<file path="src/rtl/echo_interconnect.sv">
// N-to-1 merge: one-entry slice per input, highest-index-wins arbiter into a one-entry output slice.
// Latency 2 cycles input to SEND_VALID; input ready is registered, output drains and refills on the same edge.
module echo_interconnect #(
   parameter int DATA_WIDTH  = 192,
   parameter int CONNECT_NUM = 3
) (
   input  logic                              CLK,
   input  logic                              RST,
   input  logic [CONNECT_NUM-1:0]            RECEIVE_VALID,
   output logic [CONNECT_NUM-1:0]            RECEIVE_READY,
   input  logic [DATA_WIDTH*CONNECT_NUM-1:0] RECEIVE_DATA,
   output logic                              SEND_VALID,
   input  logic                              SEND_READY,
   output logic [DATA_WIDTH-1:0]             SEND_DATA
);

   logic [CONNECT_NUM-1:0] r_full;
   logic [DATA_WIDTH-1:0]  r_slice_dat [CONNECT_NUM];
   logic                   r_out_full;
   logic [DATA_WIDTH-1:0]  r_out_dat;

   logic                   w_load_en;
   logic [CONNECT_NUM-1:0] w_accept;
   logic [CONNECT_NUM-1:0] w_grant;
   logic                   w_grant_any;
   logic [DATA_WIDTH-1:0]  w_grant_dat;

   assign w_load_en = ~r_out_full | SEND_READY;
   assign w_accept  = RECEIVE_VALID & ~r_full;

   // Later iterations overwrite earlier ones, so the highest occupied index wins.
   always_comb begin
      w_grant     = '0;
      w_grant_any = 1'b0;
      w_grant_dat = r_slice_dat[0];
      for (int i = 0; i < CONNECT_NUM; i++) begin
         if (r_full[i]) begin
            w_grant     = '0;
            w_grant[i]  = w_load_en;
            w_grant_any = w_load_en;
            w_grant_dat = r_slice_dat[i];
         end
      end
   end

   // Accept and grant are disjoint per slice: accept needs empty, grant needs full.
   always_ff @(posedge CLK) begin
      if (RST) begin
         r_full <= '0;
      end else begin
         r_full <= (r_full & ~w_grant) | w_accept;
      end
   end

   always_ff @(posedge CLK) begin
      for (int i = 0; i < CONNECT_NUM; i++) begin
         if (w_accept[i]) begin
            r_slice_dat[i] <= RECEIVE_DATA[DATA_WIDTH*i +: DATA_WIDTH];
         end
      end
   end

   always_ff @(posedge CLK) begin
      if (RST) begin
         r_out_full <= 1'b0;
      end else if (w_grant_any) begin
         r_out_full <= 1'b1;
      end else if (SEND_READY) begin
         r_out_full <= 1'b0;
      end
   end

   always_ff @(posedge CLK) begin
      if (w_grant_any) begin
         r_out_dat <= w_grant_dat;
      end
   end

   assign RECEIVE_READY = ~r_full;
   assign SEND_VALID    = r_out_full;
   assign SEND_DATA     = r_out_dat;

endmodule

</file>
<file path="config.mk">
export PLATFORM = sky130hd
export DESIGN_NAME = echo_interconnect
export DESIGN_NICKNAME = d
export VERILOG_FILES = /design/src/rtl/echo_interconnect.sv
export SDC_FILE = /design/constraint.sdc
export NUM_CORES = 1
export LEC_CHECK = 0
export ABC_AREA = 1
export BUFFER_PORTS_ARGS = -buffer_cell sky130_fd_sc_hd__buf_2
export CAP_MARGIN = 0
export CORE_AREA = 5 5 303 305
export CTS_CLUSTER_DIAMETER = 100
export DETAILED_ROUTE_END_ITERATION = 10
export DIE_AREA = 0 0 308 310
export GPL_ROUTABILITY_DRIVEN = 0
export GPL_TIMING_DRIVEN = 0
export SETUP_SLACK_MARGIN = 0.3
export SYNTH_ARGS = -nofsm -noshare
export SYNTH_HDL_FRONTEND = slang
export SYNTH_SLANG_ARGS = --single-unit
</file>
<file path="constraint.sdc">
create_clock -name CLK -period 21 [get_ports CLK]
set_input_delay 3.15 -clock CLK [delete_from_list [all_inputs] [get_ports CLK]]
set_output_delay 3.15 -clock CLK [all_outputs]
set_load 0.02 [all_outputs]
</file>
==> impl_metrics.env, run 1 <==
export IMPL_p_leak_uw=0.0140
export IMPL_dr_pass1_iters=5
export IMPL_clock_skew_ns=0.0242
export IMPL_critPathKind="flip-flop to output port"
export IMPL_fin_crit_ns=5.00
export IMPL_syn_to_final_growth_pct=30.8
export IMPL_cpMaxStageDelayCell="buf_2"
export IMPL_cts_tree="yes"
export IMPL_start_util_pct=30.6
export IMPL_synthArstFlopShare_pct=0
export IMPL_syn_avg_cell_area_um2=16.5
export IMPL_slew_headroom_pct=34.6
export IMPL_setup_ws_ns=16.00
export IMPL_ys_seq_elements=772
export IMPL_wire_per_inst_um=23.2
export IMPL_ant_nets=0
export IMPL_cts_resized=0
export IMPL_dpl_worst_slack_ns=15.58
export IMPL_status="completed"
export IMPL_synth_distinct_cells=15
export IMPL_synthFlopType="edfxtp_1"
export IMPL_die_area_um2=95500
export IMPL_grtUsageTotal_pct=17.5
export IMPL_rsz0062_at_grt="no"
export IMPL_drt_iter0_drc=1314
export IMPL_num_fill_cells=8288
export IMPL_synth_nets=2231
export IMPL_pwr_density_cell_nw_per_um2=104
export IMPL_die_w_um=308
export IMPL_timing_hold_ws_ns=0.488
export IMPL_clk_pin_slew_ns=0.06
export IMPL_clock_latency_ns=0.65
export IMPL_place_port_buffers=777
export IMPL_via_per_inst=4.57
export IMPL_synth_common_cells="edfxtp_1, a21oi_1, nand2_1, nor2_1, buf_2"
export IMPL_crit_top_cell="buf_2"
export IMPL_hold_viol_final=0
export IMPL_grt_antenna_before_repair=29
export IMPL_htreeDepth=3
export IMPL_layout_area_seq_um2=23100
export IMPL_layout_drive_gt1_share_pct=38.3
export IMPL_crit_path_end_kind="output port"
export IMPL_fin_crit_sh_pct=23.8
export IMPL_cp_required_ns=17.85
export IMPL_place_hpwl_mm=61.7
export IMPL_synth_area_leaders="edfxtp_1, a21oi_1, nand2_1"
export IMPL_cts_made_buffers=85
export IMPL_multi_input_area_um2=3440
export IMPL_drt_total_wl_mm=88.1
export IMPL_die_h_um=310
export IMPL_post_cts_buffers=0
export IMPL_tightest_slew_ns=0.982
export IMPL_synth_most_common_cell="edfxtp_1"
export IMPL_netlist_area_um2=27200
export IMPL_synth_edf_count=768
export IMPL_path_max_fanout=10
export IMPL_start_kind="flip-flop"
export IMPL_cts_root_buffer="clkbuf_16"
export IMPL_finalNetCount=3108
export IMPL_cap_violations=0
export IMPL_cts_sinks=772
export IMPL_ios=778
export IMPL_yosysTopAreaCell="edfxtp_1"
export IMPL_drc=0
export IMPL_yosys_warnings=0
export IMPL_hp_class="flip-flop to flip-flop"
export IMPL_fp_row_count=110
export IMPL_cp_cell_sequence="buf_4, inv_4, buf_2, buf_2"
export IMPL_crit_arrival_ns=1.85
export IMPL_holdBufCountCts=0
export IMPL_vias=17300
export IMPL_fmax_ghz=0.200
export IMPL_ys_seq_area_share_pct=85.0
export IMPL_grt_pass1_wl_mm=121
export IMPL_tns_ns=0
export IMPL_drv_slew=0
export IMPL_syn_inst=1649
export IMPL_setup_viol=0
export IMPL_cts_buffer_depth=3
export IMPL_grt_pass1_vias=17800
export IMPL_core_um2=89000
export IMPL_grt_overflow=0
export IMPL_irDropWorstVdd_v=0.0000692
export IMPL_critPathMaxStageDelay_ns=0.37
export IMPL_grt_max_degree=101
export IMPL_synth_top_area_share_pct=84.7
==> stage by stage <==
| stage | util [%] | instance area (um^2) | total power, uW | instances |
|---|---|---|---|---|
| after detailed placement | 37.0 | 32900 | 2330 | 3615 |
| final | 40.0 | 35600 | 3700 | 3794 |
| after floorplan | - | 27200 | 2140 | 1649 |
| after CTS | 39.9 | 35600 | 3750 | 3772 |
| after global routing | 40.0 | 35600 | 3850 | 3787 |
| after global placement | 36.6 | 32600 | 2360 | 3602 |
==> area by class of cell <==
type,instances,share of cell area (%)
clock inverter,48,1.12
tap,1176,4.13
buffer,86,1.71
timing repair buffer,790,11.8
antenna,22,0.155
sequential,772,65.0
clock buffer,109,6.25
multi-input combinational,782,9.67
inverter,9,0.179
==> logic make-up (layout without fill, tap and decap cells) <==
family                 count (synthesis)  count (layout)  share of synthesized area, %
other                                  0              22                             0
buffers and inverters                 95            1042                          2.39
flip-flops                           772             772                          85.0
AND/OR/NAND/NOR                      393             393                          5.42
AO/OA/AOI/OAI                        389             389                          7.17
==> sequential cells by signal, indices dropped and copies added, names as in the netlist <==
name         count
r_slice_dat    576
SEND_VALID       1
SEND_DATA      192
r_full           3
==> report_power, final <==
part           switching [uW]  internal [uW]
Sequential               35.1           1860
Clock                     608            805
Combinational             270            131
Total                     913           2790
==> routing by layer <==
layer	GRT usage [%]	part of all wire (%)
met1	21.2	38
met2	29.6	49
met3	5.47	9.0
met4	6.80	3.0
met5	0	0.079
==> final timing paths <==
kind                   from  depth (start not counted)               end  slack [ns]
setup reg to reg  r_full[1]                          9     SEND_DATA[88]       18.13
hold / removal    r_full[0]                          2         r_full[0]        0.49
hold reg to reg   r_full[0]                          2         r_full[0]        0.49
setup / recovery  r_full[2]                          4  RECEIVE_READY[2]       16.00
==> worst max-delay path: cells and delay by family (launching register included) <==
family	cells	cell delay, ns
buf+inv	4	0.90
flops	1	0.29
==> placed cells by master (no fill, tap or decap), types with 4 or more instances in the layout <==
cell type  count
buf_16         7
dfxtp_1        4
nand2_1      200
buf_2        825
edfxtp_1     768
buf_6         20
clkinv_1      21
nor2_1       192
clkbuf_1      23
buf_4         17
diode_2       22
bufinv_16      4
buf_12         6
clkinv_2      12
inv_6          4
inv_1          4
inv_8          5
a21oi_1      387
clkbuf_16     85
No activity file was read; power rests on OpenSTA's default activity.
==> run 2, diff against run 1 <==
--- a/config.mk
+++ b/config.mk
@@ -8,10 +8,10 @@
 export ABC_AREA = 1
 export BUFFER_PORTS_ARGS = -buffer_cell sky130_fd_sc_hd__buf_2
 export CAP_MARGIN = 0
-export CORE_AREA = 5 5 303 305
+export CORE_AREA = 5 5 302 304
 export CTS_CLUSTER_DIAMETER = 100
 export DETAILED_ROUTE_END_ITERATION = 10
-export DIE_AREA = 0 0 308 310
+export DIE_AREA = 0 0 307 309
 export GPL_ROUTABILITY_DRIVEN = 0
 export GPL_TIMING_DRIVEN = 0
 export SETUP_SLACK_MARGIN = 0.3
==> constraint.sdc (replaced) <==
create_clock -name CLK -period 4.35 [get_ports CLK]
set_input_delay 0.6525 -clock CLK [delete_from_list [all_inputs] [get_ports CLK]]
set_output_delay 0.6525 -clock CLK [all_outputs]
set_load 0.02 [all_outputs]
==> run 2 against run 1 <==
Effect of this change:
- sequential power rose to 4.8 times the previous value
- clock power increased to 5.2 times the previous value
- final cell count is 0.11% higher
- critical endpoint is now r_slice_dat[0][510]
- worst setup slack worse by 14 ns
- largest cell class unchanged
- wire length shrank 3.0%
==> impl_metrics.env, run 2 (synthesis gave the netlist of run 1 again) <==
export IMPL_status="completed"
export IMPL_vias=17400
export IMPL_cts_sinks=772
export IMPL_die_h_um=309
export IMPL_grt_overflow=0
export IMPL_clock_latency_ns=0.66
export IMPL_r2r_slack_ns=1.65
export IMPL_die_area_um2=94900
export IMPL_crit_path_end_kind="flip-flop"
export IMPL_tightest_slew_ns=0.708
export IMPL_p_leak_uw=0.0142
export IMPL_cts_root_buffer="clkbuf_16"
export IMPL_fp_row_count=109
export IMPL_crit_arrival_ns=3.08
export IMPL_critPathKind="flip-flop to flip-flop"
export IMPL_start_kind="flip-flop"
export IMPL_dpl_worst_slack_ns=1.58
export IMPL_cts_buffer_depth=3
export IMPL_syn_to_final_growth_pct=32.8
export IMPL_drt_total_wl_mm=85.5
export IMPL_reg2reg_depth=8
export IMPL_die_w_um=307
export IMPL_start_util_pct=30.9
export IMPL_post_cts_buffers=0
export IMPL_holdBufCountCts=0
export IMPL_grt_pass1_wl_mm=119
export IMPL_clock_skew_ns=0.0254
export IMPL_largest_reg_flops=576
export IMPL_top_layer="met5"
export IMPL_finalNetCount=3124
export IMPL_rsz0062_at_grt="no"
export IMPL_cts_tree="yes"
export IMPL_mostFrequentLayoutCell="buf_2"
export IMPL_ant_nets=0
export IMPL_cts_made_buffers=86
export IMPL_cp_cell_sequence="buf_4, inv_4, buf_6, nand2_1, clkinvlp_4, buf_12, buf_12, buf_12"
export IMPL_via_per_inst=4.59
export IMPL_hp_class="primary input to flip-flop"
export IMPL_timing_hold_ws_ns=0.164
export IMPL_pwr_density_cell_nw_per_um2=510
export IMPL_num_fill_cells=8123
export IMPL_clk_pin_slew_ns=0.06
export IMPL_grt_max_degree=37
export IMPL_place_port_buffers=777
export IMPL_crit_top_cell="buf_12"
export IMPL_holdPathStages=1
export IMPL_cap_violations=0
export IMPL_place_hpwl_mm=62.1
export IMPL_core_um2=88000
export IMPL_fin_crit_sh_pct=62.1
export IMPL_cts_resized=0
export IMPL_setup_ws_ns=1.65
export IMPL_cp_required_ns=4.73
export IMPL_route_met2_wl_mm=42.4
export IMPL_grt_antenna_before_repair=28
export IMPL_wire_per_inst_um=22.5
export IMPL_grt_pass1_vias=17800
export IMPL_hold_viol_final=0
export IMPL_grtUsageTotal_pct=17.1
export IMPL_fin_crit_ns=2.70
export IMPL_cpMaxStageDelayCell="clkinvlp_4"
export IMPL_critPathMaxStageDelay_ns=0.62
export IMPL_met3WireLength_mm=8.20
export IMPL_drc=0
export IMPL_layout_drive_gt1_share_pct=39.1
export IMPL_htreeDepth=3
export IMPL_fmax_ghz=0.370
export IMPL_setup_viol=0
export IMPL_drv_slew=0
export IMPL_drt_iter0_drc=1393
export IMPL_largest_register="r_slice_dat"
export IMPL_dr_pass1_iters=8
export IMPL_ios=778
export IMPL_wl_met1_mm=31.9
export IMPL_irDropWorstVdd_v=0.000436
export IMPL_slew_headroom_pct=52.7
export IMPL_path_max_fanout=34
export IMPL_layout_common_cells="buf_2, edfxtp_1, a21oi_1"
==> run 2: cell types whose count changed in the layout (fill, tap and decap cells not counted), moves of 3 or more <==
cell | previous run | this run
clkbuf_1 | 23 | 13
clkinvlp_4 | 0 | 3
inv_8 | 5 | 2
buf_16 | 7 | 4
buf_12 | 6 | 24
bufinv_16 | 4 | 12
==> run 2: power by group <==
part,internal [uW],switching (uW),total (uW)
logic,669,1290,1960
clock network,4400,2960,7360
registers,8950,176,9130
==> run 2: area by class of cell <==
type,count,area (um^2),area share [%]
clock buffers,100,2230,6.16
diodes,22,55.1,0.152
flip-flops and latches,772,23100,64.0
inverters,9,71.3,0.197
well taps,1165,1460,4.03
repair buffers,805,4480,12.4
plain buffers,86,608,1.68
clock inverters,57,641,1.77
multi-input cells,782,3460,9.57
==> run 2: routing by layer <==
metal  track usage (%)  vias to the layer above
met1              20.3                     8404
met2              29.0                      850
met4              6.50                       18
met3              5.72                      177
li1                  -                     7968
met5                 0                        -
==> run 2: final timing paths <==
path	from	end
setup reg to reg	r_full[2]	r_slice_dat[0][510]
setup / recovery	r_full[2]	r_slice_dat[0][510]
hold reg to reg	r_full[0]	SEND_VALID
hold / removal	RECEIVE_DATA[36]	r_slice_dat[0][36]
==> run 2: worst max-delay path: cells and delay by family (launching register included) <==
family	cells	cell delay, ns
DFF	1	0.31
buffers and inverters	7	1.83
and+or+nand+nor	1	0.18
==> run 2: stage by stage <==
| step | cell area [um^2] | setup TNS (ns) | instances | util, % | total power, uW |
|---|---|---|---|---|---|
| after floorplan | 27300 | -28.01 | 1649 | - | 10200 |
| after global placement | 32600 | -1870.22 | 3591 | 37.1 | 11200 |
| after detailed placement | 33200 | 0 | 3619 | 37.8 | 11300 |
| after CTS | 36100 | 0 | 3776 | 41.0 | 18700 |
| after global routing | 36100 | 0 | 3791 | 41.1 | 19100 |
| final | 36100 | 0 | 3798 | 41.1 | 18400 |
==> run 3, diff against run 2 <==
--- a/config.mk
+++ b/config.mk
@@ -8,10 +8,10 @@
 export ABC_AREA = 1
 export BUFFER_PORTS_ARGS = -buffer_cell sky130_fd_sc_hd__buf_2
 export CAP_MARGIN = 0
-export CORE_AREA = 5 5 302 304
+export CORE_AREA = 5 5 296 298
 export CTS_CLUSTER_DIAMETER = 100
 export DETAILED_ROUTE_END_ITERATION = 10
-export DIE_AREA = 0 0 307 309
+export DIE_AREA = 0 0 301 303
 export GPL_ROUTABILITY_DRIVEN = 0
 export GPL_TIMING_DRIVEN = 0
 export SETUP_SLACK_MARGIN = 0.3
==> constraint.sdc (replaced) <==
create_clock -name CLK -period 2.6 [get_ports CLK]
set_input_delay 0.39 -clock CLK [delete_from_list [all_inputs] [get_ports CLK]]
set_output_delay 0.39 -clock CLK [all_outputs]
set_load 0.02 [all_outputs]
==> run 3 against run 2 <==
Effect of this change:
- sequential cell count stayed put
- register-to-register slack got worse by 1.3 ns
- combinational power up 110%
- critical path type unchanged
==> impl_metrics.env, run 3 (synthesis gave the netlist of run 1 again) <==
export IMPL_largest_reg_flops=576
export IMPL_utilization_pct=49.5
export IMPL_wire_per_inst_um=22.5
export IMPL_die_h_um=303
export IMPL_ios=778
export IMPL_layout_drive_gt1_share_pct=32.4
export IMPL_die_w_um=301
export IMPL_critPathMaxStageDelay_ns=0.32
export IMPL_core_um2=84600
export IMPL_fin_crit_ns=2.26
export IMPL_via_per_inst=4.72
export IMPL_vias=20500
export IMPL_cp_depth=9
export IMPL_holdPathStages=3
export IMPL_fmax_ghz=0.443
export IMPL_syn_to_final_growth_pct=53.9
export IMPL_cpMaxStageDelayCell="dfxtp_2"
export IMPL_place_hpwl_mm=63.8
export IMPL_crit_arrival_ns=2.56
export IMPL_die_area_um2=91200
export IMPL_largest_register="r_slice_dat"
export IMPL_path_max_fanout=22
export IMPL_hp_class="primary input to flip-flop"
export IMPL_design_area_um2=41900
export IMPL_irDropWorstVdd_v=0.000562
export IMPL_grt_antenna_before_repair=11
export IMPL_start_util_pct=32.2
export IMPL_grt_overflow=0
export IMPL_p_leak_uw=0.0166
export IMPL_tightest_slew_ns=0.914
export IMPL_critPathKind="flip-flop to flip-flop"
export IMPL_drt_total_wl_mm=98.1
export IMPL_start_kind="flip-flop"
export IMPL_layout_common_cells="buf_2, edfxtp_1, dlygate4sd3_1"
export IMPL_grtUsageTotal_pct=20.3
export IMPL_drv_slew=0
export IMPL_dpl_cell_area_um2=33200
export IMPL_cp_cell_sequence="buf_6, clkinv_4, buf_8, a31oi_4, buf_4, buf_16, buf_16, buf_12, buf_12"
export IMPL_fp_row_count=107
export IMPL_rsz0062_at_grt="yes"
export IMPL_cts_tree="yes"
export IMPL_crit_path_end_kind="flip-flop"
export IMPL_clk_pin_slew_ns=0.06
export IMPL_pwr_density_cell_nw_per_um2=751
export IMPL_cts_root_buffer="clkbuf_16"
export IMPL_dpl_worst_slack_ns=-0.218
export IMPL_p_int_uw=23600
export IMPL_grt_pass1_wl_mm=138
export IMPL_cts_sinks=772
export IMPL_setup_viol=0
export IMPL_mostFrequentLayoutCell="buf_2"
export IMPL_ant_nets=0
export IMPL_switchingPower_uw=7850
export IMPL_grt_pass1_vias=22200
export IMPL_setup_ws_ns=0.344
export IMPL_drc=0
export IMPL_hold_viol_final=0
export IMPL_reg2reg_depth=9
export IMPL_cap_violations=0
export IMPL_slew_headroom_pct=38.7
export IMPL_switching_share_pct=24.9
export IMPL_dr_pass1_iters=5
export IMPL_cts_buffer_depth=3
export IMPL_cp_required_ns=2.91
export IMPL_status="completed"
export IMPL_place_port_buffers=777
export IMPL_timing_hold_ws_ns=0.0826
export IMPL_drt_iter0_drc=1893
export IMPL_p_clk_share_pct=38.1
export IMPL_tns_ns=0
export IMPL_finalNetCount=3717
export IMPL_p_comb_share_pct=13.3
export IMPL_cts_made_buffers=84
export IMPL_grt_max_degree=37
export IMPL_htreeDepth=3
export IMPL_fin_crit_sh_pct=86.8
export IMPL_clock_latency_ns=0.64
export IMPL_critPathBufInv=8
export IMPL_crit_family="buffers and inverters"
export IMPL_seqPwrFrac_pct=48.6
export IMPL_clock_skew_ns=0.0366
-- run 3: cell count changes in the layout (fill, tap and decap cells not counted), moves of 4 or more --
cell,change
dlygate4sd3_1,+577
buf_4,+15
diode_2,-12
clkinv_1,-6
buf_12,-4
clkbuf_1,+4
-- run 3: metal layers --
metal / GRT usage (%) / up-vias / share of wire, %
li1: - / 9125 / -
met1: 23.5 / 10000 / 36
met2: 35.2 / 1188 / 51
met3: 5.23 / 231 / 8.7
met4: 10.2 / 2 / 4.7
met5: 0 / - / 0.012
-- run 3: repair_timing --
item,in CTS,in global routing
gates resized for setup,0,2
cloned,2,2
hold endpoints to repair,579,0
hold buffers,577,0
pin swaps,1,1
endpoints found under the setup margin,249,76
setup buffers,4,12
-- run 3: final cells by class --
cell class	count	area [um^2]
sequential	772	23100
clock buffer	101	2170
timing repair inverter	2	10.0
multi-input combinational	782	3460
tap	1144	1430
antenna	10	25.0
inverter	9	57.6
clock inverter	48	548
buffer	86	628
fill	6998	42700
timing repair buffer	1398	10400
-- run 3: final timing paths --
path	start	to	slack (ns)
setup / recovery	r_full[1]	SEND_DATA[119]	0.34
hold / removal	RECEIVE_VALID[1]	r_full[1]	0.08
setup reg to reg	r_full[1]	SEND_DATA[119]	0.34
hold reg to reg	r_full[0]	r_full[0]	0.51
-- run 3: worst register-to-register path, cell delays in order (launching register included) --
cell	delay (ns)
dfxtp_2	0.32
buf_6	0.13
clkinv_4	0.12
buf_8	0.19
a31oi_4	0.25
buf_4	0.19
buf_16	0.16
buf_16	0.16
buf_12	0.21
buf_12	0.22
-- run 3: power groups by stage --
stage	Clock, uW	Sequential [uW]	Combinational (uW)
floorplan	0	16100	1050
global placement	0	15700	3060
detailed placement	0	15500	3320
CTS	12100	15300	4080
global route	12700	15400	4440
finish	12000	15300	4180
-- run 3: metrics by stage --
step / std cells / power (uW)
after floorplan: 1649 / 17100
after global placement: 3570 / 18800
after detailed placement: 3596 / 18800
after CTS: 4328 / 31500
after global routing: 4350 / 32500
final: 4352 / 31500
